<file path="src/rtl/imm_encoder.sv">
// Immediate encoder: scatters a range-checked immediate into the fields of a base instruction.
// Latency: 2 cycles from accept to out_valid (stage A encode register, stage B output register).
// Backpressure: out_ready low holds stage B; stage A fills, then in_ready drops (2 items in flight).
module imm_encoder #(
  parameter int ERR_CNT_W = 8
) (
  input  logic                 clk,
  input  logic                 rst_n,
  input  logic                 in_valid,
  output logic                 in_ready,
  input  logic [2:0]           fmt,
  input  logic [31:0]          base,
  input  logic [31:0]          imm,
  output logic                 out_valid,
  input  logic                 out_ready,
  output logic [31:0]          instr,
  output logic                 err,
  output logic [ERR_CNT_W-1:0] err_count
);

  localparam logic [2:0] FMT_I = 3'b000;
  localparam logic [2:0] FMT_U = 3'b001;
  localparam logic [2:0] FMT_S = 3'b010;
  localparam logic [2:0] FMT_B = 3'b011;
  localparam logic [2:0] FMT_J = 3'b100;

  localparam logic [ERR_CNT_W-1:0] CNT_ONE = {{(ERR_CNT_W-1){1'b0}}, 1'b1};

  logic signed [31:0] simm;
  logic [31:0]        enc_instr;
  logic               enc_err;

  logic               a_valid;
  logic [31:0]        a_instr;
  logic               a_err;

  logic               b_load;
  logic               a_load;

  assign simm = imm;

  // Encode: replace the immediate field of base with imm bits; flag out-of-range or illegal format.
  // Out-of-range immediates are still encoded from their truncated bits so the loader sees something.
  always_comb begin
    enc_instr = base;
    enc_err   = 1'b1;
    case (fmt)
      FMT_I: begin
        enc_instr = {imm[11:0], base[19:0]};
        enc_err   = (simm < -32'sd2048) || (simm > 32'sd2047);
      end
      FMT_S: begin
        enc_instr = {imm[11:5], base[24:12], imm[4:0], base[6:0]};
        enc_err   = (simm < -32'sd2048) || (simm > 32'sd2047);
      end
      FMT_B: begin
        enc_instr = {imm[12], imm[10:5], base[24:12], imm[4:1], imm[11], base[6:0]};
        enc_err   = (simm < -32'sd4096) || (simm > 32'sd4094) || imm[0];
      end
      FMT_U: begin
        enc_instr = {imm[31:12], base[11:0]};
        enc_err   = |imm[11:0];
      end
      FMT_J: begin
        enc_instr = {imm[20], imm[10:1], imm[11], imm[19:12], base[11:0]};
        enc_err   = (simm < -32'sd1048576) || (simm > 32'sd1048574) || imm[0];
      end
      default: begin
        enc_instr = base;
        enc_err   = 1'b1;
      end
    endcase
  end

  // Pipeline control: B advances when empty or draining; A advances when empty or B advances.
  assign b_load   = !out_valid || out_ready;
  assign a_load   = !a_valid || b_load;
  assign in_ready = rst_n && a_load;

  // Stage A register: captures the encoded word on each accepted request.
  always_ff @(posedge clk) begin
    if (!rst_n) begin
      a_valid <= 1'b0;
      a_instr <= 32'h0;
      a_err   <= 1'b0;
    end else if (a_load) begin
      a_valid <= in_valid;
      if (in_valid) begin
        a_instr <= enc_instr;
        a_err   <= enc_err;
      end
    end
  end

  // Stage B output register: held stable while the consumer stalls.
  always_ff @(posedge clk) begin
    if (!rst_n) begin
      out_valid <= 1'b0;
      instr     <= 32'h0;
      err       <= 1'b0;
    end else if (b_load) begin
      out_valid <= a_valid;
      if (a_valid) begin
        instr <= a_instr;
        err   <= a_err;
      end
    end
  end

  // Error counter: counts errored words as they leave, saturating at all-ones.
  always_ff @(posedge clk) begin
    if (!rst_n) begin
      err_count <= '0;
    end else if (out_valid && out_ready && err && (err_count != '1)) begin
      err_count <= err_count + CNT_ONE;
    end
  end

endmodule

</file>
<file path="config.mk">
export PLATFORM = sky130hd
export DESIGN_NAME = imm_encoder
export DESIGN_NICKNAME = d
export VERILOG_FILES = /design/src/rtl/imm_encoder.sv
export SDC_FILE = /design/constraint.sdc
export NUM_CORES = 1
export LEC_CHECK = 0
export ABC_AREA = 1
export ABC_CLOCK_PERIOD_IN_PS = 3600
export BUFFER_PORTS_ARGS = -buffer_cell sky130_fd_sc_hd__buf_2
export CORE_MARGIN = 8
export CORE_UTILIZATION = 38
export DETAILED_ROUTE_END_ITERATION = 16
export GPL_TIMING_DRIVEN = 0
export MAX_ROUTING_LAYER = met4
export PLACE_DENSITY_LB_ADDON = 0.1
export SLEW_MARGIN = 15
export SYNTH_ARGS = -nofsm -noshare
export SYNTH_HDL_FRONTEND = slang
export SYNTH_SLANG_ARGS = --single-unit
</file>
<file path="constraint.sdc">
create_clock -name clk -period 3.6 [get_ports clk]
set_input_delay 0.54 -clock clk [delete_from_list [all_inputs] [get_ports clk]]
set_output_delay 0.54 -clock clk [all_outputs]
set_load 0.03 [all_outputs]
</file>
# Word-level counts from Yosys, hierarchy flattened

Cells that the tools add are included.

Muxes and demuxes: 2
Magnitude comparators: 6
Equality and inequality tests: 5
Reductions and logical operators: 18
Add/sub/neg operators: 1

Operators with widths:

| kind                                                            | count |
|---|---|
| one-hot mux 32 bit (5 select lines)                             | 1 |
| greater-than comparator 32 x 12 -> 1 bit, second input constant | 1 |
| greater-than comparator 32 x 13 -> 1 bit, second input constant | 1 |
| greater-than comparator 32 x 21 -> 1 bit, second input constant | 1 |
| less-than comparator 32 x 12 -> 1 bit, second input constant    | 1 |
| less-than comparator 32 x 13 -> 1 bit, second input constant    | 1 |
| less-than comparator 32 x 21 -> 1 bit, second input constant    | 1 |
| OR reduction 12 bit                                             | 1 |
| adder 8 x 1 -> 8 bit, second input constant                     | 1 |
| != test 8 bit, second input constant                            | 1 |
| logical OR 1 bit                                                | 7 |
| == test 3 x 2 -> 1 bit, second input constant                   | 2 |
| logical AND 1 bit                                               | 4 |
| one-hot mux 1 bit (4 select lines)                              | 1 |
| AND reduction 2 bit                                             | 2 |
| == test 3 x 1 -> 1 bit, second input constant                   | 1 |
| == test 3 bit, second input constant                            | 1 |
| logical NOT 3 bit                                               | 1 |
| logical NOT 1 bit                                               | 2 |
| OR reduction 2 bit                                              | 1 |

Output and inout port bits: 43
Word-level logic and storage cells: 39
Input port bits: 71
Register bits after elaboration: 76

# Longest topological paths before layout

Gate-level depths: netlist (run 1).

Depth in word-level cells: 4
Mapped depth: 11

# Worst setup path after synthesis (run 1)

No wires, ideal clock.

Kind: flip-flop to flip-flop
From: register err_count[0]
To: register err_count[3]
Slack: 1.900 ns
Setup time: 0.137 ns
Clock period less this slack: 1.700 ns
Path buffers: 0
Data required time: 3.463 ns
Cell stages (with the launch flop): 9
Data arrival time: 1.563 ns
Path through: dfxtp_1 -> ha_1 -> inv_1 -> nor4_4 -> nand3_1 -> nand2_2 -> nor2_1 -> o21ai_0 -> a21oi_1

Word-level cells in the longest chain between the ends: 2
Elaborated cells between the ends (all ways): 3

RTL lines:

| item                                                         | line | text |
|---|---|---|
| from (decl)                                                  | 18   | `output logic [ERR_CNT_W-1:0] err_count` |
| from (signal assigned)                                       | 115  | `err_count <= err_count + CNT_ONE;` |
| branches (longest 2 deep; another with adder 8 x 1 -> 8 bit) | -    |  |

Parallel ways; which one is timed is not known.
A chain may end at the register's enable or synchronous reset.

# Worst setup path after layout (run 1)

From: input port rst_n
To: output port in_ready

Word-level cells in the longest chain between the ends: 1

RTL lines:

| item              | line | text |
|---|---|---|
| from (decl)       | 8    | `input logic rst_n,` |
| logical AND 1 bit | 78   | `assign in_ready = rst_n && a_load;` |
| to (decl)         | 10   | `output logic in_ready,` |

Every way passes these cells.

==> run metrics, run 1 <==
status finished, final reports clean; CP delay by family, top buffers and inverters; # diodes 0; setup violators final 0; Netlist cell types 35; met1 usage 23.7%; root buf cell clkbuf_8; mean routed wirelength per cell 15.2 um; final RePlAce weighted congestion 0.852; cts hold-fix bufs 0; Tmin final 1.83 ns; CP endpoint kind output pin; final net count 701; RSZ-0062 raised after global routing false; Placeable Area 9110 sq um; Final Cycle Share 50.8%; Routed WL 11300 um; CTS tree yes; Post-route DRC 0; clock tree sinks 76; Yosys top cell area share 43.1%; Pleak 2.10 nW; worst endpoint data arrival time 1.29 ns; setup_tns 0 ns; Worst-path clk slew 0.08 ns; Crit path depth 5; Inserted Clock Buffers 9; CP Data Required Time 3.06 ns; crit path max fanout 10; die area 12600 sq um; headroom to the max-slew limit 63.1%; fin. max-slew vios 0; Hold Path Class in2reg; cell chain of the critical path buf_4, buf_2, nand2_1, inv_1, buf_2; main flop type after synthesis dfxtp_1; slowest CP cell buf_2; Worst Setup EP in_ready; flops & latches, synth 76; worst-skew pair later-pin latency 0.35 ns; sequential share of the synthesized area 43.1%; initial DRC count 254; drt pass-1 iters 5; reg2reg path depth 8; Post-Syn Instances 507; Ports 114; Setup CP Type in2out; setup repair bufs after CTS 0; critical path buffer and inverter count 4; layout cells sized above 1 22.7%; Worst setup SP type input pin; via density per instance 5.13; deepest clock path buffer count 2; flop2flop setup slack 1.96 ns; most frequent CP cell buf_2; total track usage 18.6%; Die W 112 um; Initial Util 38.8%; pre-CTS setup slack 1.71 ns; PortBufs 111; Worst Tran Pin Value 0.553 ns; asr flop ratio synth 0%; Top Usage Layer GRT met2; Syn Area/Cell 6.97 sq um; DP HPWL 9030 um; die height 112 um; post-CTS resize count 0; initial antenna violation count 0; first-pass GRT wire length 18500 um; filler instances 1011; Net Count, Synth 579; skew final 0.00815 ns; synth-to-layout area growth 25.4%; Via Count 3820; R2R Path End err_count[3]$_SDFFE_PN0P_; final worst slack 1.77 ns; Max Cap Viol 0; met2 usage 28.9%; largest net degree at the start of global routing 14; Mapped Area 3530 sq um; slowest stage delay, CP 0.26 ns; CTS H-tree depth 3; Detail Route Antenna Nets 0; fmax 547 MHz; Max rail drop VDD 0.240 mV; vias in the first global route 3704; Area contributors post-synth dfxtp_1 43%, nor2_1 13%, o21ai_0 8.8%, nand2_1 6.9%, nand3_1 5.7%; Final Hold Viols 0; leading area contributor after synthesis dfxtp_1; Syn. warnings 0; GR Util met3 4.35%; pwr dens 436 nW/um^2; Overflow after GRT 0; RR Startpoint err_count[0]$_SDFFE_PN0P_; Rows 35; EDFF count, synth 0; CP Launch Point rst_n
cell usage after synthesis, types with 2 or more instances:
cell,n
a21oi_1,28
a221oi_1,4
a22oi_1,4
a31oi_1,5
a41oi_1,2
buf_1,4
buf_2,6
buf_4,2
clkbuf_1,10
dfxtp_1,76
inv_1,36
inv_2,2
nand2_1,65
nand2_2,2
nand3_1,40
nand4_1,10
nor2_1,120
nor2_4,3
nor3_1,2
o211ai_1,8
o21ai_0,62
o21bai_1,2
o22ai_1,2
worst min-delay path by stage:
stage | startpoint | endpoint | depth (start not counted)
finish | base[4] | a_instr[4]$_SDFFE_PN0P_ | 3
global placement | a_instr[31]$_SDFFE_PN0P_ | a_instr[31]$_SDFFE_PN0P_ | 2
floorplan | a_instr[31]$_SDFFE_PN0P_ | a_instr[31]$_SDFFE_PN0P_ | 2
CTS | base[2] | a_instr[2]$_SDFFE_PN0P_ | 3
global route | base[0] | a_instr[0]$_SDFFE_PN0P_ | 3
detailed placement | a_instr[31]$_SDFFE_PN0P_ | a_instr[31]$_SDFFE_PN0P_ | 2
report_power, final:
group	internal, mW	switching [mW]	total [mW]
clock	0.342	0.328	0.670
sequential	0.896	0.0265	0.923
combinational	0.114	0.225	0.339
total	1.35	0.579	1.93
per-stage QoR:
| step | util (%) | area [sq um] | hold slack [ns] | total power, mW | instances |
|---|---|---|---|---|---|
| floorplan | - | 3530 | 0.442 | 1.15 | 507 |
| global placement | 46.4 | 4230 | 0.450 | 1.28 | 729 |
| detailed placement | 46.4 | 4230 | 0.456 | 1.28 | 729 |
| CTS | 48.6 | 4430 | 0.431 | 1.95 | 745 |
| global route | 48.6 | 4430 | 0.453 | 2.03 | 745 |
| finish | 48.6 | 4430 | 0.448 | 1.93 | 745 |
cell usage in the layout, fill, tap and decap left out, types with 3 or more instances in the layout:
master	instances
nor2_1	120
buf_2	117
dfxtp_1	76
nand2_1	65
o21ai_0	62
nand3_1	40
inv_1	36
a21oi_1	28
clkbuf_1	11
nand4_1	10
clkbuf_8	10
o211ai_1	8
a31oi_1	5
buf_1	4
a221oi_1	4
a22oi_1	4
nor2_4	3
kinds of logic after synthesis:
group | count (synthesis) | share of synthesized area, %
fa+ha+maj | 1 | 0.354
simple gates | 247 | 30.0
xor+xnor | 2 | 0.496
flops | 76 | 43.1
compound gates | 119 | 18.8
buf+inv | 62 | 7.23
state kept, by name, indices dropped and copies added, names as in the netlist:
register,count
instr,32
a_err,1
out_valid,1
a_valid,1
err,1
a_instr,32
err_count,8
metal layers:
layer | up-vias | wire, um
met1 | 1761 | 5470
met3 | 8 | 653
met2 | 115 | 5120
met5 | - | 0
li1 | 1936 | -
met4 | 0 | 87
final cells by class:
cell class | count | area [sq um] | share of cell area, %
timing repair buffer | 111 | 556 | 12.5
buffer | 23 | 109 | 2.46
clock inverter | 5 | 60.1 | 1.36
inverter | 39 | 146 | 3.31
tap | 111 | 139 | 3.14
multi-input combinational | 369 | 1760 | 39.6
clock buffer | 11 | 141 | 3.19
sequential | 76 | 1520 | 34.4
worst register-to-register path, stage by stage, from the launching register on:
cell	delay (ns)
dfxtp_1	0.40
ha_1	0.22
inv_1	0.09
nor4_4	0.25
nand3_1	0.13
nand2_2	0.14
nor2_1	0.09
o21ai_0	0.15
a21oi_1	0.06
No activity file was read; power rests on OpenSTA's default activity.
==> run 2: changes to the inputs <==
Settings changed: ABC_CLOCK_PERIOD_IN_PS 3600 to 1700.
Clock period 3.6 ns to 1.7 ns, I/O delays scaled along.
==> run 2 against run 1 <==
Highest routed layer unchanged; cell count grew 0.13%; die area is the same; combinational power rose by 110%; critical path depth rose by 2; clock power is 110% higher; clock-buffer cell count unchanged; critical endpoint is now err_count[3]$_SDFFE_PN0P_.
==> run metrics, run 2 (synthesis gave the netlist of run 1 again) <==
status finished, final reports clean; Overflow after GRT 0; PortBufs 111; most frequent cells in the layout 120 x nor2_1, 117 x buf_2, 74 x dfxtp_1, 64 x nand2_1, 62 x o21ai_0; Initial Util 38.8%; first-pass GRT wire length 18500 um; # diodes 0; biggest regs a_instr: 32 flops, instr: 32 flops, err_count: 8 flops; Final Hold Viols 0; Pleak 2.11 nW; die area 12600 sq um; largest net degree at the start of global routing 14; worst hold path cell count 3; final net count 702; cts hold-fix bufs 0; final RePlAce weighted congestion 0.852; DP HPWL 9030 um; CP endpoint kind register; setup violators final 0; vias in the first global route 3704; Worst-path clk slew 0.08 ns; pwr dens 923 nW/um^2; setup_tns 0 ns; cell chain of the critical path inv_1, nor4_4, nand3_1, nand2_2, nor2_1, o21ai_0, a21oi_1; Final Cycle Share 88.9%; layout cells sized above 1 23.6%; most common cell after layout, fill and taps aside nor2_1; final worst slack 0.189 ns; initial DRC count 305; fmax 662 MHz; CTS H-tree depth 3; fin. max-slew vios 0; drt pass-1 iters 4; Placeable Area 9110 sq um; reg2reg path depth 7; post-route cell area 4440 sq um; Worst setup SP type register; Rows 35; total track usage 18.6%; Setup CP Type reg2reg; worst-skew pair later-pin latency 0.35 ns; slowest stage delay, CP 0.41 ns; Max Cap Viol 0; via density per instance 5.15; mean routed wirelength per cell 15.2 um; headroom to the max-slew limit 64.8%; worst endpoint data arrival time 1.75 ns; Routed WL 11400 um; clock tree sinks 76; pre-CTS setup slack 0.0919 ns; CP Data Required Time 1.94 ns; RSZ-0062 raised after global routing false; skew final 0.00847 ns; root buf cell clkbuf_8; Max rail drop VDD 0.507 mV; Die W 112 um; Tmin final 1.51 ns; CTS tree yes; initial antenna violation count 0; Via Count 3845; Post-DP Area 4230 sq um; synth-to-layout area growth 25.8%; Worst Tran Pin Value 0.529 ns; Detail Route Antenna Nets 0; deepest clock path buffer count 2; crit path max fanout 6; Inserted Clock Buffers 9; Hold Path Class in2reg; Post-route DRC 0; Overall Power 4.10 mW; die height 112 um; Ports 114; slowest CP cell dfxtp_1
==> run 2: area by class of cell <==
cell class                 count  area [sq um]
clock inverter                 5          60.1
clock buffer                  11           141
multi-input combinational    369          1760
sequential                    76          1520
buffer                        23           110
fill                        1009          4660
timing repair buffer         112           563
inverter                      39           146
tap                          111           139
==> run 2: routing by layer <==
layer	GRT usage, %	vias to the layer above	part of all wire [%]
li1	-	1941	-
met1	23.7	1790	49
met4	5.13	0	1.0
met3	4.35	12	5.1
met2	28.9	102	45
met5	-	-	0
==> run 2: timing repair <==
| item | 4_1_cts | 5_1_grt |
|---|---|---|
| setup buffers | 0 | 1 |
| endpoints found under the hold margin | 0 | 0 |
| endpoints found under the setup margin | 0 | 17 |
| gates resized for setup | 0 | 5 |
==> run 2: final timing paths <==
path	startpoint	to	slack, ns
setup / recovery	err_count[2]$_SDFFE_PN0P_	err_count[3]$_SDFFE_PN0P_	0.19
hold / removal	base[4]	a_instr[4]$_SDFFE_PN0P_	0.16
hold reg to reg	a_instr[31]$_SDFFE_PN0P_	a_instr[31]$_SDFFE_PN0P_	0.47
setup reg to reg	err_count[2]$_SDFFE_PN0P_	err_count[3]$_SDFFE_PN0P_	0.19
==> run 2: power by group <==
part	switching [mW]	leakage (nW)	internal, mW
Clock	0.701	0.0999	0.725
Sequential	0.0562	0.628	1.90
Combinational	0.478	1.38	0.242
Total	1.23	2.11	2.87
==> run 2: worst max-delay path: cells and delay by family (launching register included) <==
| kind | cells | cell delay [ns] |
|---|---|---|
| compound gates | 2 | 0.21 |
| buf+inv | 1 | 0.11 |
| flops | 1 | 0.41 |
| simple gates | 4 | 0.67 |
==> run 2: per-stage QoR <==
step,instances,hold WS [ns],util [%]
after global placement,729,0.450,46.4
final,746,0.161,48.8
after detailed placement,729,0.456,46.4
after global routing,746,0.168,48.8
after floorplan,507,0.414,-
after CTS,745,0.146,48.6
